$ cat config.mk
export PLATFORM = sky130hd
export DESIGN_NAME = input_submit_ctrl
export DESIGN_NICKNAME = d
export VERILOG_FILES = /design/src/rtl/input_submit_ctrl.sv
export SDC_FILE = /design/constraint.sdc
export NUM_CORES = 1
export LEC_CHECK = 0
export ABC_AREA = 1
export CORE_MARGIN = 1
export CORE_UTILIZATION = 46
export DETAILED_ROUTE_END_ITERATION = 10
export MAX_ROUTING_LAYER = met4
export PLACE_DENSITY_LB_ADDON = 0.25
export SKIP_LAST_GASP = 1
export SYNTH_ARGS = -nofsm -noshare
export SYNTH_HDL_FRONTEND = slang
export SYNTH_SLANG_ARGS = --single-unit
$ cat constraint.sdc
create_clock -name clk -period 1.4 [get_ports clk]
set_input_delay 0.21 -clock clk [delete_from_list [all_inputs] [get_ports clk]]
set_output_delay 0.21 -clock clk [all_outputs]
set_load 0.02 [all_outputs]
$ cat src/rtl/input_submit_ctrl.sv
// Submit-button sequencer: syncs and debounces the push button, captures the switches on each
// press and holds them for the CPU's MMIO read port. Define INPUT_FIFO_EN for a FIFO_DEPTH queue.
module input_submit_ctrl #(
    parameter int DEBOUNCE_CYCLES = 20,
    parameter int CNT_W           = 24,
    parameter int FIFO_DEPTH      = 4
) (
    input  logic        clk,
    input  logic        reset,
    input  logic        status,
    input  logic        submit,
    input  logic [23:0] switches,
    input  logic        cpu_rd_en,
    input  logic        cpu_clr_ovf,
    output logic [31:0] cpu_rd_data,
    output logic        data_valid,
    output logic        overflow,
    output logic        busy_led
);

    typedef enum logic [1:0] {
        S_OFF     = 2'd0,
        S_ARMED   = 2'd1,
        S_PENDING = 2'd2
    } state_t;

    state_t             r_state;
    state_t             w_nextState;

    logic               r_sync1;
    logic               r_sync2;
    logic               r_btnStable;
    logic               r_btnPrev;
    logic [CNT_W-1:0]   r_dbCnt;
    logic               r_overflow;

    logic               w_press;
    logic               w_empty;
    logic               w_full;
    logic               w_lastEntry;
    logic [23:0]        w_head;
    logic               w_capture;
    logic               w_push;
    logic               w_pop;
    logic               w_drop;

    // A new button level is accepted only after it has held for DEBOUNCE_CYCLES samples.
    always_ff @(posedge clk or negedge reset) begin
        if (!reset) begin
            r_sync1     <= 1'b0;
            r_sync2     <= 1'b0;
            r_btnStable <= 1'b0;
            r_btnPrev   <= 1'b0;
            r_dbCnt     <= '0;
        end else begin
            r_sync1   <= submit;
            r_sync2   <= r_sync1;
            r_btnPrev <= r_btnStable;
            if (r_sync2 == r_btnStable) begin
                r_dbCnt <= '0;
            end else if (r_dbCnt == CNT_W'(DEBOUNCE_CYCLES - 1)) begin
                r_btnStable <= r_sync2;
                r_dbCnt     <= '0;
            end else begin
                r_dbCnt <= r_dbCnt + 1'b1;
            end
        end
    end

    assign w_press   = r_btnStable & ~r_btnPrev;
    assign w_pop     = cpu_rd_en & ~w_empty & status;
    assign w_capture = w_press & status & (r_state != S_OFF);
    assign w_push    = w_capture & (~w_full | w_pop);
    assign w_drop    = w_capture & w_full & ~w_pop;

`ifdef INPUT_FIFO_EN
    localparam int AW = (FIFO_DEPTH > 1) ? $clog2(FIFO_DEPTH) : 1;

    logic [23:0] r_mem [FIFO_DEPTH];
    logic [AW:0] r_wrPtr;
    logic [AW:0] r_rdPtr;
    logic [AW:0] w_used;

    // Extra wrap bit on each pointer separates full from empty when the indices coincide.
    assign w_used      = r_wrPtr - r_rdPtr;
    assign w_empty     = (r_wrPtr == r_rdPtr);
    assign w_full      = (r_wrPtr[AW] != r_rdPtr[AW]) && (r_wrPtr[AW-1:0] == r_rdPtr[AW-1:0]);
    assign w_lastEntry = (w_used == (AW+1)'(1));
    assign w_head      = r_mem[r_rdPtr[AW-1:0]];

    always_ff @(posedge clk or negedge reset) begin
        if (!reset) begin
            r_wrPtr <= '0;
            r_rdPtr <= '0;
            for (int i = 0; i < FIFO_DEPTH; i++) begin
                r_mem[i] <= '0;
            end
        end else if (!status) begin
            r_wrPtr <= '0;
            r_rdPtr <= '0;
        end else begin
            if (w_push) begin
                r_mem[r_wrPtr[AW-1:0]] <= switches;
                r_wrPtr                <= r_wrPtr + 1'b1;
            end
            if (w_pop) begin
                r_rdPtr <= r_rdPtr + 1'b1;
            end
        end
    end
`else
    logic [23:0] r_hold;
    logic        r_holdValid;

    assign w_empty     = ~r_holdValid;
    assign w_full      = r_holdValid;
    assign w_lastEntry = r_holdValid;
    assign w_head      = r_hold;

    // A push in the same cycle as a pop simply replaces the held value.
    always_ff @(posedge clk or negedge reset) begin
        if (!reset) begin
            r_hold      <= '0;
            r_holdValid <= 1'b0;
        end else if (!status) begin
            r_hold      <= '0;
            r_holdValid <= 1'b0;
        end else if (w_push) begin
            r_hold      <= switches;
            r_holdValid <= 1'b1;
        end else if (w_pop) begin
            r_holdValid <= 1'b0;
        end
    end
`endif

    // Set beats clear so a drop coinciding with a CPU clear is never lost.
    always_ff @(posedge clk or negedge reset) begin
        if (!reset) begin
            r_overflow <= 1'b0;
        end else if (!status) begin
            r_overflow <= 1'b0;
        end else if (w_drop) begin
            r_overflow <= 1'b1;
        end else if (cpu_clr_ovf) begin
            r_overflow <= 1'b0;
        end
    end

    always_ff @(posedge clk or negedge reset) begin
        if (!reset) begin
            r_state <= S_OFF;
        end else begin
            r_state <= w_nextState;
        end
    end

    always_comb begin
        w_nextState = r_state;
        if (!status) begin
            w_nextState = S_OFF;
        end else begin
            case (r_state)
                S_OFF:     w_nextState = S_ARMED;
                S_ARMED:   if (w_push) w_nextState = S_PENDING;
                S_PENDING: if (w_pop && w_lastEntry && !w_push) w_nextState = S_ARMED;
                default:   w_nextState = S_OFF;
            endcase
        end
    end

    always_comb begin
        busy_led    = (r_state == S_PENDING);
        data_valid  = ~w_empty;
        overflow    = r_overflow;
        cpu_rd_data = '0;
        if (!w_empty) begin
            cpu_rd_data = {8'h00, w_head};
        end
    end

endmodule

* Word level (Yosys, flattened, before mapping)
Cells that the tools add are included.
** Word-level totals
- Flip-flop bits (word level) :: 56
- Word-level logic and storage cells :: 54
** Cells by class
- Add/subtract/negate cells :: 1
- Equality and inequality tests :: 9
- Mux-type cells :: 15
- Bitwise gates (word level) :: 13
- Reduce and logical (&&, ||, !) cells :: 7
** Operator list (count)
- 2-to-1 mux 24 bit :: 5
- adder 24 x 1 -> 24 bit, second input constant :: 1
- equality test 24 x 5 -> 1 bit, second input constant :: 1
- bitwise AND 1 bit :: 8
- 2-to-1 mux 1 bit :: 6
- 2-to-1 mux 2 bit :: 3
- inequality test 3 x 1 -> 1 bit, second input constant :: 2
- case mux 2 bit (3 select lines) :: 1
- inverter 1 bit :: 4
- AND reduction 2 bit :: 2
- inequality test 3 x 2 -> 1 bit, second input constant :: 1
- inequality test 3 bit, second input constant :: 1
- equality test 2 x 1 -> 1 bit, second input constant :: 1
- equality test 2 bit, second input constant :: 1
- logical AND 1 bit :: 2
- zero test 2 bit :: 1
- inequality test 2 x 1 -> 1 bit, second input constant :: 1
- nonzero test 2 bit :: 1
- equality test 1 bit :: 1
- zero test 1 bit :: 1
- bitwise OR 1 bit :: 1

* Logic depth before layout (Yosys ltp)
- Depth after elaboration :: 10
- Depth in mapped cells :: 9
- Depth with buffers taken out :: 9

* Worst setup path after synthesis
No wires, ideal clock.
- Path type :: flip-flop to flip-flop
- Start :: reg r_dbCnt[0]
- End :: reg r_dbCnt[12]
- Library setup time :: 121 ps
- Arrival :: 1254 ps
- Required time :: 1279 ps
- Path slack :: 25 ps
- Cell stages (with the launch flop) :: 8
- Buffers on the path :: 0
- Clock period less this slack :: 1375 ps
- Path through :: dfrtp_1 -> ha_1 -> nand3_1 -> inv_2 -> nand2_1 -> nor2_2 -> xnor2_1 -> nor2_1
** Between the ends
- Cells in the longest elaborated chain, start to end :: 3
** RTL lines
- start: declaration :: line 34 : logic [CNT_W-1:0] r_dbCnt;
- start signal: assignment :: line 65 : r_dbCnt <= r_dbCnt + 1'b1;
- adder 24 x 1 -> 24 bit / equality test 24 x 5 -> 1 bit (equally long branches) :: line 65, 61
- 2-to-1 mux 24 bit * :: line 61 : end else if (r_dbCnt == CNT_W'(DEBOUNCE_CYCLES - 1)) begin
- 2-to-1 mux 24 bit * :: line 59 : if (r_sync2 == r_btnStable) begin
Every way passes the cells marked *; elsewhere a longest branch is shown, timed or not.
A chain may end at the register's enable or synchronous reset.

* Worst setup path in the final report
- Start :: reg r_holdValid, in the netlist data_valid
- End :: out cpu_rd_data[2]
** Between the ends
- Cells in the longest elaborated chain, start to end :: 1
** RTL lines
- start: declaration :: line 113 : logic r_holdValid;
- start signal: assignment :: line 124 : r_holdValid <= 1'b0;
- start signal: assignment :: line 127 : r_holdValid <= 1'b0;
- start signal: assignment :: line 130 : r_holdValid <= 1'b1;
- 2-to-1 mux 24 bit :: line 177 : if (!w_empty) begin
- end: declaration :: line 15 : output logic [31:0] cpu_rd_data,
Every way passes these cells.

==> results.py <==
metrics = {
    "min_path": {
        "min_path_type": "input port to flip-flop",
        "min_path_cells": 1,
    },
    "setup_path": {
        "critical_path_class": "flip-flop to primary output",
        "setup.worst_path.start": "data_valid",
        "critPathRequiredTime_ns": 1.19,
        "crit_end": "cpu_rd_data[2]",
        "critical_path.max_fanout": 12,
        "regToRegSetupSlack_ns": 0.06,
        "timing.rr.start": "r_dbCnt[0]",
        "reg2regPathDepth": 6,
        "crit_path_start_kind": "flip-flop",
        "timing.rr.end": "r_dbCnt[14]",
        "cp-end-kind": "primary output",
        "arrival_ns": 1.21,
    },
    "clocking": {
        "clock_sinks": 56,
        "clock_latency_ns": 0.31,
        "cts_tree": "yes",
        "path_clk_slew_ns": 0.10,
        "numCtsBuffers": 5,
        "h-tree-depth": 2,
        "cts_max_path_buffers": 2,
        "root_buffer": "clkbuf_8",
    },
    "routing": {
        "drtAntennaViolNets": 0,
        "drcViolationCount": 0,
        "vias": 2848,
        "wl_per_cell_um": 13.09,
        "drtIter0Drc": 252,
        "firstDrtPassIters": 5,
        "vias_per_cell": 5.059,
        "drt_wl_total_um": 7372,
    },
    "sta": {
        "fmax_mhz": 702.9,
        "fin_crit_sh_pct": 101.6,
        "finalCriticalPeriod_ns": 1.423,
        "hold_ws_ns": 0.3347,
        "finalHoldViolCount": 0,
        "fin_tns_setup_ns": -0.1269,
        "maxSlewViolCount": 0,
        "finalSetupViolations": 15,
        "setup_ws_ns": -0.02274,
        "fin_skew_ns": 0.002958,
        "rsz0062_at_grt": "true",
    },
    "logic_synthesis": {
        "synthesis.area_um2": 3042,
        "ys_ff_latch": 56,
        "synth.yosys.seq_area_share_pct": 46.07,
        "yosys_warnings": 0,
        "yosysUniqueCellTypes": 28,
        "postSynthCellCount": 407,
        "syn_avg_cell_area_um2": 7.473,
    },
    "layout": {
        "final_cells": 563,
        "multi_input_area_um2": 1453,
        "design_area_um2": 3993,
        "n_antenna_cell": 0,
        "ff_latch_area_um2": 1405,
        "fill_cells": 564,
        "areaGrowthSynthToFinish_pct": 31.26,
        "fin_nets": 517,
        "finish.utilization_pct": 62.88,
        "layout-drive-gt1-share_pct": 22.02,
    },
    "global_route": {
        "grt_pass1_vias": 2446,
        "antenna_found_initial": 0,
        "overflow": 0,
        "grt_use_total_pct": 20.99,
        "grt_max_degree": 57,
        "grt_first_pass_wirelength_um": 11350,
    },
    "status": {
        "violations": "negative setup slack",
        "status": "finished, violations left",
    },
    "power": {
        "power.density_nw_per_um2": 763.4,
        "ir_drop_uv": 573.3,
        "finalPower_mw": 3.048,
        "leakagePower_nw": 2.126,
    },
    "floorplan": {
        "row_count": 29,
        "dieArea_um2": 6941,
        "initial_core_util_pct": 47.90,
        "ios": 65,
        "die_w_um": 83.32,
        "coreArea_um2": 6350,
        "die_h_um": 83.32,
    },
    "placement": {
        "port_buffers": 56,
        "postPlaceCellArea_um2": 3755,
        "gp_congestion": 0.8680,
        "dp_slack_ns": -0.2293,
        "dp_hpwl_um": 4785,
        "place_inst": 541,
    },
    "run": {
        "maxCapViolCount": 0,
    },
}
[synthesized netlist by cell type, drive strengths merged]
| cell | number | area [um2] |
|---|---|---|
| o21ai | 4 | 20.02 |
| a31oi | 1 | 6.260 |
| nor3 | 1 | 5.000 |
| xnor2 | 4 | 35.03 |
| a21oi | 4 | 31.28 |
| dfrtp | 56 | 1401 |
| ha | 2 | 25.02 |
| conb | 1 | 3.750 |
| nor2 | 65 | 276.5 |
| buf | 19 | 132.6 |
| clkbuf | 2 | 7.510 |
| o21bai | 1 | 7.510 |
| nand2 | 118 | 465.5 |
| nor3b | 1 | 7.510 |
| xor2 | 9 | 78.83 |
| nand3 | 67 | 340.3 |
| nand4 | 1 | 6.260 |
| inv | 51 | 191.4 |
[registers in the layout, indices dropped and copies added (netlist names)]
signal	count
r_dbCnt	24
r_hold	24
r_state	2
data_valid	1
overflow	1
r_btnPrev	1
r_btnStable	1
r_sync1	1
r_sync2	1
[cells by family after synthesis]
family | synth area share [%]
AOI/OAI and AO/OA | 2.139
xor gates and xnor gates | 3.743
adders and majority gates | 0.8226
buffers and inverters | 10.90
DFF | 46.07
other | 0.1233
and+or+nand+nor | 36.20
[report_power, final]
part	switching, mW	total, mW	internal, mW	leakage [nW]
clock network	0.537	1.07	0.530	0.0541
registers	0.0209	1.67	1.65	0.768
logic	0.169	0.314	0.145	1.30
[worst min path at each step]
stage               startpoint         end  slack [ns]
floorplan                reset  data_valid       -0.09
global placement         reset  r_hold[10]        0.23
CTS                     submit     r_sync1        0.32
detailed placement       reset  r_hold[11]        0.24
global route            submit     r_sync1        0.30
finish                  submit     r_sync1        0.33
[layout by cell type, fill, tap and decap left out, types with 9 or more instances in the layout]
master           count
xor2_1               9
buf_2               25
clkdlybuf4s50_1     28
inv_1               48
buf_4               20
nand2_2             11
nor2_2              10
nand2_1            103
nor2_1              48
dfrtp_1             53
nand3_1             63
[critical path, stage by stage, from the launching register on]
cell and delay (ns):
dfrtp_2 0.47, clkbuf_16 0.19, nand2_1 0.06, inv_1 0.04, buf_2 0.14
[cell type report]
class / count / share of cell area, %
Clock inverter: 3 / 1.065
Timing Repair Buffer: 84 / 18.43
Clock buffer: 5 / 1.724
Sequential cell: 56 / 35.19
Inverter: 51 / 4.795
Multi-Input combinational cell: 287 / 36.38
Tap cell: 77 / 2.413
[timing repair]
action | CTS | global route
pin swaps | 0 | 8
endpoints found under the hold margin | 56 | 0
buffers inserted | 1 | 10
hold buffers | 1 | 0
resized for setup | 79 | 59
setup endpoints to repair | 32 | 41
cloned | 0 | 2
[routing by layer]
metal  track usage [%]  wire length (um)
met5                 -                 0
met4             5.956               113
met3             4.076               379
met2             33.23              3538
met1             27.62              3340
(Power assumes the default switching activity.)
